**src/rtl/regfile_operand_fetch_pkg.sv**
```systemverilog
// Shared widths and debug state encoding for the operand-fetch stage.
package regfile_operand_fetch_pkg;

    localparam int unsigned DefElementsW = 5;
    localparam int unsigned DefWidth     = 32;
    localparam int unsigned DefTagW      = 32;

    // Encoded as {out_v, pend_v} so the state falls straight out of the two valid bits.
    typedef enum logic [1:0] {
        StIdle = 2'b00,
        StPend = 2'b01,
        StFull = 2'b10,
        StBoth = 2'b11
    } of_state_e;

    function automatic of_state_e of_state(input logic pend_v, input logic out_v);
        return of_state_e'({out_v, pend_v});
    endfunction

endpackage

```
**src/rtl/regfile_operand_fetch_if.sv**
```systemverilog
// Request/response handshake bundle between decode, operand fetch and execute.
interface regfile_operand_fetch_if
    import regfile_operand_fetch_pkg::*;
#(
    parameter int unsigned ELEMENTS_W = DefElementsW,
    parameter int unsigned WIDTH      = DefWidth,
    parameter int unsigned TAG_W      = DefTagW
) ();

    logic                  in_valid;
    logic                  in_ready;
    logic [ELEMENTS_W-1:0] in_rs1_addr;
    logic [ELEMENTS_W-1:0] in_rs2_addr;
    logic [TAG_W-1:0]      in_tag;

    logic                  out_valid;
    logic                  out_ready;
    logic [WIDTH-1:0]      out_rs1_data;
    logic [WIDTH-1:0]      out_rs2_data;
    logic [TAG_W-1:0]      out_tag;

    // Producer of requests and consumer of operands.
    modport master (
        output in_valid, in_rs1_addr, in_rs2_addr, in_tag, out_ready,
        input  in_ready, out_valid, out_rs1_data, out_rs2_data, out_tag
    );

    // The operand-fetch stage itself.
    modport slave (
        input  in_valid, in_rs1_addr, in_rs2_addr, in_tag, out_ready,
        output in_ready, out_valid, out_rs1_data, out_rs2_data, out_tag
    );

endinterface

```
**src/rtl/regfile_operand_fetch_bypass.sv**
```systemverilog
// Combinational operand resolution: x0, live write-back, last-cycle write-back, then memory.
module operand_bypass
    import regfile_operand_fetch_pkg::*;
#(
    parameter int unsigned ELEMENTS_W = DefElementsW,
    parameter int unsigned WIDTH      = DefWidth,
    parameter bit          ZERO_REG0  = 1'b1
) (
    input  logic [ELEMENTS_W-1:0] addr_i,
    input  logic                  wb_write_i,
    input  logic [ELEMENTS_W-1:0] wb_addr_i,
    input  logic [WIDTH-1:0]      wb_data_i,
    input  logic                  fwd_v_i,
    input  logic [ELEMENTS_W-1:0] fwd_addr_i,
    input  logic [WIDTH-1:0]      fwd_data_i,
    input  logic [WIDTH-1:0]      rf_data_i,
    output logic [WIDTH-1:0]      data_o
);

    // The memory returns old data on a same-cycle write, so the forward register
    // covers the write that raced the read and the live port covers the current one.
    always_comb begin
        data_o = rf_data_i;
        if (ZERO_REG0 && (addr_i == '0)) begin
            data_o = '0;
        end else if (wb_write_i && (wb_addr_i == addr_i)) begin
            data_o = wb_data_i;
        end else if (fwd_v_i && (fwd_addr_i == addr_i)) begin
            data_o = fwd_data_i;
        end
    end

endmodule

```
**src/rtl/regfile_operand_fetch.sv**
```systemverilog
// Operand-fetch stage for a 2R1W register file with write-back bypass and stall replay.
module regfile_operand_fetch
    import regfile_operand_fetch_pkg::*;
#(
    parameter int unsigned ELEMENTS_W = DefElementsW,
    parameter int unsigned WIDTH      = DefWidth,
    parameter int unsigned TAG_W      = DefTagW,
    parameter bit          ZERO_REG0  = 1'b1
) (
    input  logic                  clk_i,
    input  logic                  rst_i,

    regfile_operand_fetch_if.slave stage_if,

    output logic                  rf_read0_o,
    output logic                  rf_read1_o,
    output logic [ELEMENTS_W-1:0] rf_readaddress0_o,
    output logic [ELEMENTS_W-1:0] rf_readaddress1_o,
    input  logic [WIDTH-1:0]      rf_readdata0_i,
    input  logic [WIDTH-1:0]      rf_readdata1_i,

    input  logic                  wb_write_i,
    input  logic [ELEMENTS_W-1:0] wb_writeaddress_i,
    input  logic [WIDTH-1:0]      wb_writedata_i,

    output logic                  rf_write_o,
    output logic [ELEMENTS_W-1:0] rf_writeaddress_o,
    output logic [WIDTH-1:0]      rf_writedata_o
);

    logic                  pend_v_q, pend_v_d;
    logic [ELEMENTS_W-1:0] pend_rs1_q, pend_rs1_d;
    logic [ELEMENTS_W-1:0] pend_rs2_q, pend_rs2_d;
    logic [TAG_W-1:0]      pend_tag_q, pend_tag_d;

    logic                  out_v_q, out_v_d;
    logic [ELEMENTS_W-1:0] out_rs1_addr_q, out_rs1_addr_d;
    logic [ELEMENTS_W-1:0] out_rs2_addr_q, out_rs2_addr_d;
    logic [WIDTH-1:0]      out_rs1_q, out_rs1_d;
    logic [WIDTH-1:0]      out_rs2_q, out_rs2_d;
    logic [TAG_W-1:0]      out_tag_q, out_tag_d;

    logic                  fwd_v_q, fwd_v_d;
    logic [ELEMENTS_W-1:0] fwd_addr_q, fwd_addr_d;
    logic [WIDTH-1:0]      fwd_data_q, fwd_data_d;

    logic                  slot_free;
    logic                  accept;
    logic                  hold_pend;
    logic                  out_load;
    logic                  snoop_rs1;
    logic                  snoop_rs2;
    logic [WIDTH-1:0]      rs1_res;
    logic [WIDTH-1:0]      rs2_res;
    of_state_e             state;

    assign slot_free = !out_v_q || stage_if.out_ready;
    assign hold_pend = pend_v_q && !slot_free;
    assign out_load  = pend_v_q && slot_free;

    assign stage_if.in_ready = !rst_i && (!pend_v_q || slot_free);
    assign accept            = stage_if.in_valid && stage_if.in_ready;

    // A stalled pending request re-reads every cycle so its data never goes stale.
    assign rf_read0_o        = !rst_i && (accept || hold_pend);
    assign rf_read1_o        = !rst_i && (accept || hold_pend);
    assign rf_readaddress0_o = accept ? stage_if.in_rs1_addr : pend_rs1_q;
    assign rf_readaddress1_o = accept ? stage_if.in_rs2_addr : pend_rs2_q;

    assign rf_write_o        = wb_write_i;
    assign rf_writeaddress_o = wb_writeaddress_i;
    assign rf_writedata_o    = wb_writedata_i;

    operand_bypass #(
        .ELEMENTS_W (ELEMENTS_W),
        .WIDTH      (WIDTH),
        .ZERO_REG0  (ZERO_REG0)
    ) u_bypass_rs1 (
        .addr_i     (pend_rs1_q),
        .wb_write_i (wb_write_i),
        .wb_addr_i  (wb_writeaddress_i),
        .wb_data_i  (wb_writedata_i),
        .fwd_v_i    (fwd_v_q),
        .fwd_addr_i (fwd_addr_q),
        .fwd_data_i (fwd_data_q),
        .rf_data_i  (rf_readdata0_i),
        .data_o     (rs1_res)
    );

    operand_bypass #(
        .ELEMENTS_W (ELEMENTS_W),
        .WIDTH      (WIDTH),
        .ZERO_REG0  (ZERO_REG0)
    ) u_bypass_rs2 (
        .addr_i     (pend_rs2_q),
        .wb_write_i (wb_write_i),
        .wb_addr_i  (wb_writeaddress_i),
        .wb_data_i  (wb_writedata_i),
        .fwd_v_i    (fwd_v_q),
        .fwd_addr_i (fwd_addr_q),
        .fwd_data_i (fwd_data_q),
        .rf_data_i  (rf_readdata1_i),
        .data_o     (rs2_res)
    );

    // Held operands track write-back so they are never older than the previous cycle.
    assign snoop_rs1 = wb_write_i && (wb_writeaddress_i == out_rs1_addr_q) &&
                       !(ZERO_REG0 && (out_rs1_addr_q == '0));
    assign snoop_rs2 = wb_write_i && (wb_writeaddress_i == out_rs2_addr_q) &&
                       !(ZERO_REG0 && (out_rs2_addr_q == '0));

    always_comb begin
        pend_v_d   = accept || hold_pend;
        pend_rs1_d = pend_rs1_q;
        pend_rs2_d = pend_rs2_q;
        pend_tag_d = pend_tag_q;
        if (accept) begin
            pend_rs1_d = stage_if.in_rs1_addr;
            pend_rs2_d = stage_if.in_rs2_addr;
            pend_tag_d = stage_if.in_tag;
        end

        out_v_d        = out_load || (out_v_q && !stage_if.out_ready);
        out_rs1_addr_d = out_rs1_addr_q;
        out_rs2_addr_d = out_rs2_addr_q;
        out_rs1_d      = out_rs1_q;
        out_rs2_d      = out_rs2_q;
        out_tag_d      = out_tag_q;
        if (out_load) begin
            out_rs1_addr_d = pend_rs1_q;
            out_rs2_addr_d = pend_rs2_q;
            out_rs1_d      = rs1_res;
            out_rs2_d      = rs2_res;
            out_tag_d      = pend_tag_q;
        end else if (out_v_q) begin
            if (snoop_rs1) out_rs1_d = wb_writedata_i;
            if (snoop_rs2) out_rs2_d = wb_writedata_i;
        end

        fwd_v_d    = wb_write_i;
        fwd_addr_d = wb_writeaddress_i;
        fwd_data_d = wb_writedata_i;
    end

    always_ff @(posedge clk_i) begin
        if (rst_i) begin
            pend_v_q       <= 1'b0;
            pend_rs1_q     <= '0;
            pend_rs2_q     <= '0;
            pend_tag_q     <= '0;
            out_v_q        <= 1'b0;
            out_rs1_addr_q <= '0;
            out_rs2_addr_q <= '0;
            out_rs1_q      <= '0;
            out_rs2_q      <= '0;
            out_tag_q      <= '0;
            fwd_v_q        <= 1'b0;
            fwd_addr_q     <= '0;
            fwd_data_q     <= '0;
        end else begin
            pend_v_q       <= pend_v_d;
            pend_rs1_q     <= pend_rs1_d;
            pend_rs2_q     <= pend_rs2_d;
            pend_tag_q     <= pend_tag_d;
            out_v_q        <= out_v_d;
            out_rs1_addr_q <= out_rs1_addr_d;
            out_rs2_addr_q <= out_rs2_addr_d;
            out_rs1_q      <= out_rs1_d;
            out_rs2_q      <= out_rs2_d;
            out_tag_q      <= out_tag_d;
            fwd_v_q        <= fwd_v_d;
            fwd_addr_q     <= fwd_addr_d;
            fwd_data_q     <= fwd_data_d;
        end
    end

    assign stage_if.out_valid    = out_v_q;
    assign stage_if.out_rs1_data = out_rs1_q;
    assign stage_if.out_rs2_data = out_rs2_q;
    assign stage_if.out_tag      = out_tag_q;

    assign state = of_state(pend_v_q, out_v_q);

    // A backpressured full pipeline must neither move nor take new work.
    a_both_stall_holds: assert property (@(posedge clk_i) disable iff (rst_i)
        (state == StBoth && !stage_if.out_ready) |=>
        (state == StBoth && $stable(stage_if.out_tag)));

    a_both_stall_blocks: assert property (@(posedge clk_i) disable iff (rst_i)
        (state == StBoth && !stage_if.out_ready) |-> !stage_if.in_ready);

endmodule

```
**src/flat_wrapper.sv**
```systemverilog
// flat-port wrapper written by rule: the top's interface ports become plain ports
module regfile_operand_fetch_flat import regfile_operand_fetch_pkg::*;
#(
    parameter int unsigned ELEMENTS_W = DefElementsW,
    parameter int unsigned WIDTH      = DefWidth,
    parameter int unsigned TAG_W      = DefTagW,
    parameter bit          ZERO_REG0  = 1'b1
)
  (clk_i, rst_i, rf_read0_o, rf_read1_o, rf_readaddress0_o, rf_readaddress1_o, rf_readdata0_i, rf_readdata1_i, wb_write_i, wb_writeaddress_i, wb_writedata_i, rf_write_o, rf_writeaddress_o, rf_writedata_o, stage_if_in_valid, stage_if_in_rs1_addr, stage_if_in_rs2_addr, stage_if_in_tag, stage_if_out_ready, stage_if_in_ready, stage_if_out_valid, stage_if_out_rs1_data, stage_if_out_rs2_data, stage_if_out_tag);
  regfile_operand_fetch_if #(.ELEMENTS_W(ELEMENTS_W), .WIDTH(WIDTH), .TAG_W(TAG_W)) stage_if_i ();
  input  logic clk_i;
  input  logic rst_i;
  output logic rf_read0_o;
  output logic rf_read1_o;
  output logic [ELEMENTS_W-1:0] rf_readaddress0_o;
  output logic [ELEMENTS_W-1:0] rf_readaddress1_o;
  input  logic [WIDTH-1:0] rf_readdata0_i;
  input  logic [WIDTH-1:0] rf_readdata1_i;
  input  logic wb_write_i;
  input  logic [ELEMENTS_W-1:0] wb_writeaddress_i;
  input  logic [WIDTH-1:0] wb_writedata_i;
  output logic rf_write_o;
  output logic [ELEMENTS_W-1:0] rf_writeaddress_o;
  output logic [WIDTH-1:0] rf_writedata_o;
  input wire logic [$bits(stage_if_i.in_valid)-1:0] stage_if_in_valid;
  input wire logic [$bits(stage_if_i.in_rs1_addr)-1:0] stage_if_in_rs1_addr;
  input wire logic [$bits(stage_if_i.in_rs2_addr)-1:0] stage_if_in_rs2_addr;
  input wire logic [$bits(stage_if_i.in_tag)-1:0] stage_if_in_tag;
  input wire logic [$bits(stage_if_i.out_ready)-1:0] stage_if_out_ready;
  output wire logic [$bits(stage_if_i.in_ready)-1:0] stage_if_in_ready;
  output wire logic [$bits(stage_if_i.out_valid)-1:0] stage_if_out_valid;
  output wire logic [$bits(stage_if_i.out_rs1_data)-1:0] stage_if_out_rs1_data;
  output wire logic [$bits(stage_if_i.out_rs2_data)-1:0] stage_if_out_rs2_data;
  output wire logic [$bits(stage_if_i.out_tag)-1:0] stage_if_out_tag;
  assign stage_if_i.in_valid = stage_if_in_valid;
  assign stage_if_i.in_rs1_addr = stage_if_in_rs1_addr;
  assign stage_if_i.in_rs2_addr = stage_if_in_rs2_addr;
  assign stage_if_i.in_tag = stage_if_in_tag;
  assign stage_if_i.out_ready = stage_if_out_ready;
  assign stage_if_in_ready = stage_if_i.in_ready;
  assign stage_if_out_valid = stage_if_i.out_valid;
  assign stage_if_out_rs1_data = stage_if_i.out_rs1_data;
  assign stage_if_out_rs2_data = stage_if_i.out_rs2_data;
  assign stage_if_out_tag = stage_if_i.out_tag;
  regfile_operand_fetch #(.ELEMENTS_W(ELEMENTS_W), .WIDTH(WIDTH), .TAG_W(TAG_W), .ZERO_REG0(ZERO_REG0)) u_core (.clk_i(clk_i), .rst_i(rst_i), .stage_if(stage_if_i), .rf_read0_o(rf_read0_o), .rf_read1_o(rf_read1_o), .rf_readaddress0_o(rf_readaddress0_o), .rf_readaddress1_o(rf_readaddress1_o), .rf_readdata0_i(rf_readdata0_i), .rf_readdata1_i(rf_readdata1_i), .wb_write_i(wb_write_i), .wb_writeaddress_i(wb_writeaddress_i), .wb_writedata_i(wb_writedata_i), .rf_write_o(rf_write_o), .rf_writeaddress_o(rf_writeaddress_o), .rf_writedata_o(rf_writedata_o));
endmodule
```
**config.mk**
```make
export PLATFORM = sky130hd
export DESIGN_NAME = regfile_operand_fetch_flat
export DESIGN_NICKNAME = d
export VERILOG_FILES = /design/src/rtl/regfile_operand_fetch_pkg.sv /design/src/rtl/regfile_operand_fetch_if.sv /design/src/rtl/regfile_operand_fetch_bypass.sv /design/src/rtl/regfile_operand_fetch.sv /design/src/flat_wrapper.sv
export SDC_FILE = /design/constraint.sdc
export NUM_CORES = 1
export LEC_CHECK = 0
export CAP_MARGIN = 25
export CORE_UTILIZATION = 40
export CTS_CLUSTER_DIAMETER = 100
export CTS_CLUSTER_SIZE = 8
export DETAILED_ROUTE_END_ITERATION = 10
export GPL_TIMING_DRIVEN = 0
export HOLD_SLACK_MARGIN = 0.12
export PLACE_DENSITY_LB_ADDON = 0.15
export SLEW_MARGIN = 40
export SYNTH_ARGS = -nofsm -noshare
export SYNTH_HDL_FRONTEND = slang
export SYNTH_SLANG_ARGS = --single-unit
```
**constraint.sdc**
```tcl
create_clock -name clk_i -period 2 [get_ports clk_i]
set_input_delay 0.2 -clock clk_i [delete_from_list [all_inputs] [get_ports clk_i]]
set_output_delay 0.2 -clock clk_i [all_outputs]
set_load 0.05 [all_outputs]
```
==> run summary <==
Number of max-slew violations in the final report: 0. The tools report the start of the worst register-to-register path as u_core.pend_rs1_q[0]. The net count of the finished layout is 1681. The tools report the relative slew slack as 0.442. The power density over the cells came out at 729 nW/um2. The count of maximum capacitance violations was 0.

The setup slack of the worst register-to-register path was 20 ps. The detailed-route vias per instance was 5.30. The final core area utilization was 0.590; the final total negative setup slack was -682 ps. Of all cell types, the one taking the most synthesized area is sky130_fd_sc_hd__dfxtp_1. In this run the critical register-to-register path is captured at u_core.stage_if.out_rs1_data[5]. Total of endpoints with negative setup slack in the final report: 10.

CTS placed an instance of sky130_fd_sc_hd__clkbuf_16 at the clock tree root. The commonest cells after synthesis are sky130_fd_sc_hd__dfxtp_1 (188), sky130_fd_sc_hd__nand2_1 (186), sky130_fd_sc_hd__nor2_1 (100), sky130_fd_sc_hd__clkbuf_1 (98), sky130_fd_sc_hd__nor3_1 (66). Traced cell by cell, the critical path runs through nor2b_4 > a21oi_4 > and2_4 > buf_12 > mux2_4 > buf_8. In this run the most critical hold path is launched from stage_if_in_tag[7]. The run gives 5 as the number of search-and-repair iterations in the first detailed-routing pass. The routed layout has 9923 vias. Once detailed placement completed, the half-perimeter wirelength came to 26200 um.

Setup repair after global routing could not meet its margin everywhere. Yosys attributes the largest share of cell area to sky130_fd_sc_hd__dfxtp_1 (38%), sky130_fd_sc_hd__a211oi_2 (7.5%), sky130_fd_sc_hd__nand2_1 (7.0%). The worst supply voltage drop on vdd came out at 0.000602 V. TritonCTS built the clock tree.

The most used flip-flop cell after synthesis is sky130_fd_sc_hd__dfxtp_1. At the worst endpoint, the arrival time is 1890 ps. Starting density of the core: 0.409. The number of cells on the worst reg-to-reg path is 6. The number of buffers between clock root and the deepest sink was 2.

Based on the critical path, the design can be clocked at up to 479 MHz. Width of the chip: 160 um. The die height is 160 um, and the number of storage elements in the synthesis netlist is 188. After floorplanning, the core was sized to cover 24400 um2. The worst hold path belongs to the class primary input to flip-flop. On the worst path, the slowest cell contributes a delay of 350 ps. The number of distinct library cells after synthesis is 37. Compared with the post-synthesis result, the final layout area differs by 44.3%. For the post-route cell area, the log shows 14400 um2.

The maximum number of pins on one net before global-route repair is 23. Proportion of layout cells with a drive suffix above 1: 0.212. Data on the critical path is required at its endpoint by 1800 ps. Clock skew on the completed layout was measured at 17.5 ps. The async set or reset register ratio after synthesis is 0, and the clock-pin slew of the registers on the worst-case setup and hold paths is 90 ps. The final routed wirelength across all metal layers came out at 35000 um. The first global-routing pass estimated 55000 um of wire.

The number of nets with antenna violations after routing is 0. Most frequently used cell type in the post-synthesis netlist: sky130_fd_sc_hd__dfxtp_1. Yosys printed 0 warnings. For the number of antenna violations at the first check in global routing, the log shows 2. The setup slack after layout is -87.5 ps.

The number of hold-slack violations in the final timing report was 0; the fraction of synthesized cell area taken by the top area cell type was 0.377. The number of primary I/O pins is 296, and the number of fill cells in the layout is 2267. The total overflow left after global routing is 0.

The highest-delay cell along the critical path was sky130_fd_sc_hd__dfxtp_4. The critical path's top delay family was flip-flops. The peak fanout along the critical path is 8, and the routability congestion estimate is 0.871. The cell count after synthesis came out at 1210. The pre-CTS worst setup slack was -1080 ps; the synthesized net count was 1358.

Subtracting the final worst setup slack from the clock period gives 2090 ps. The run gives 440 ps as the clock latency reported for the late side of the worst-skew pair. In this run, synthesis inferred 0 flip-flops with an integrated enable. The tools report the via count of the first global-routing pass as 9766. The floorplan has 57 rows. The average cell area after synthesis is 8.25 um2.

Die area: 25600 um2. Classification of the worst setup path: flip-flop to output pin. In this run, CTS created clock tree buffers numbering 17. The run finished, with violations left. The tools report the worst hold path endpoint as u_core.pend_tag_q[7]. The global-route total usage across every layer is 0.272, and the number of DRC markers in iteration 0 is 509. The final worst-path cycle share was 1.04. Summing all placed instances gives a cell area of 13300 um2. The category of the worst setup path launch point is a flip-flop.

For the pin with the worst max-slew slack, the measured transition is 837 ps. After detailed routing, the number of remaining DRC violations is 0. The clock drives 188 sinks. The number of buffers and inverters on the critical path is 2. The total design power was 10.5 mW. Kind of end point of the critical path: an output pin. The tools report the share of synthesized area occupied by flip-flops and latches as 0.377. The deepest level of the CTS H-tree came out at 4.

The final reports fail on negative setup slack. The count of input and output buffers works out to 289. In this run the cell area of the synthesized design comes to 9980 um2. In this run the static leakage power is 5.33 nW. In the final routed layout, each cell accounts on average for 18.7 um.

The number of stages on the worst hold path was 3.
==> layout by cell type, fill, tap and decap left out, drive strengths merged, types with 14 or more instances in the layout <==
cell	instances
a211oi	64
a21boi	64
a21oi	44
a31oi	64
buf	88
clkbuf	107
clkdlybuf4s50	273
dfxtp	188
inv	43
nand2	186
nand3b	32
nor2	100
nor2b	17
nor3	66
o21ai	66
o31ai	64
xnor2	14
xor2	14
==> layer usage <==
layer  wire length, um  global-route usage  up-vias
met2             15800               0.432      405
li1                  -                   -     4835
met5                 0                   0        -
met3              2950              0.0727       45
met4               703              0.0831        0
met1             15500               0.358     4638
==> area by class of cell <==
cell class                      instances  area [um2]  area share
Buffer                                152         888      0.0617
Sequential cell                       188        3780       0.263
Multi-Input combinational cell        833        5450       0.379
Inverter                               32         120     0.00834
Timing Repair Buffer                  309        3090       0.215
Tap cell                              324         405      0.0282
Antenna cell                            2        5.00    0.000348
Clock buffer                           17         425      0.0296
Clock inverter                         15         223      0.0155
==> worst max path at each step <==
stage | startpoint | endpoint | slack [ps] | depth (start not counted)
floorplan | u_core.stage_if.out_valid | u_core.pend_rs1_q[0] | -1 | 7
global placement | rst_i | rf_read1_o | -1090 | 6
detailed placement | rst_i | rf_read1_o | -1080 | 6
CTS | u_core.stage_if.out_valid | rf_readaddress0_o[1] | -110 | 6
global route | u_core.stage_if.out_valid | rf_readaddress0_o[1] | -160 | 6
finish | u_core.stage_if.out_valid | rf_readaddress0_o[1] | -90 | 6
==> power by group <==
part           leakage [nW]  internal, mW  switching, mW
logic                  3.46          1.02           1.66
registers              1.55          3.95          0.132
clock network         0.316          1.88           1.86
==> worst register-to-register path, stage by stage (launching register included) <==
cell,delay (ps)
sky130_fd_sc_hd__dfxtp_2,370
sky130_fd_sc_hd__or4_1,590
sky130_fd_sc_hd__o211ai_4,280
sky130_fd_sc_hd__clkbuf_2,300
sky130_fd_sc_hd__a31oi_1,90
sky130_fd_sc_hd__o31ai_2,100
sky130_fd_sc_hd__a211oi_2,100
==> per-stage QoR <==
stage               hold WS [ps]  std cells
global placement             436       1823
CTS                          265       1865
floorplan                    299       1210
detailed placement           447       1823
global route                 280       1870
finish                       276       1872
==> what timing repair did <==
action                                  4_1_cts  5_1_grt
hold endpoints to repair                      5        0
endpoints found under the setup margin      115      101
gates resized for setup                     133       79
gates cloned                                  0        0
pin swaps                                     3        3
setup buffers                                 9        6
hold buffers                                  5        0
==> flip-flops by register name, summed over array words and instances, names as in the netlist, 5 cells and up <==
register / cells
u_core.stage_if.out_tag: 32
u_core.out_rs1_addr_q: 5
u_core.pend_tag_q: 32
u_core.out_rs2_addr_q: 5
u_core.pend_rs1_q: 5
u_core.pend_rs2_q: 5
u_core.stage_if.out_rs2_data: 32
u_core.stage_if.out_rs1_data: 32
u_core.fwd_addr_q: 5
u_core.fwd_data_q: 32
==> logic make-up (layout without fill, tap and decap cells) <==
kind of cell / Yosys count / count (layout) / share of synthesized area
XOR/XNOR: 28 / 28 / 0.0246
buffers and inverters: 189 / 525 / 0.0940
multiplexers: 10 / 10 / 0.0113
other: 0 / 2 / 0
flip-flops: 188 / 188 / 0.377
AND/OR/NAND/NOR: 425 / 425 / 0.193
AO/OA/AOI/OAI: 370 / 370 / 0.299
Power figures use the tool's default switching activity.
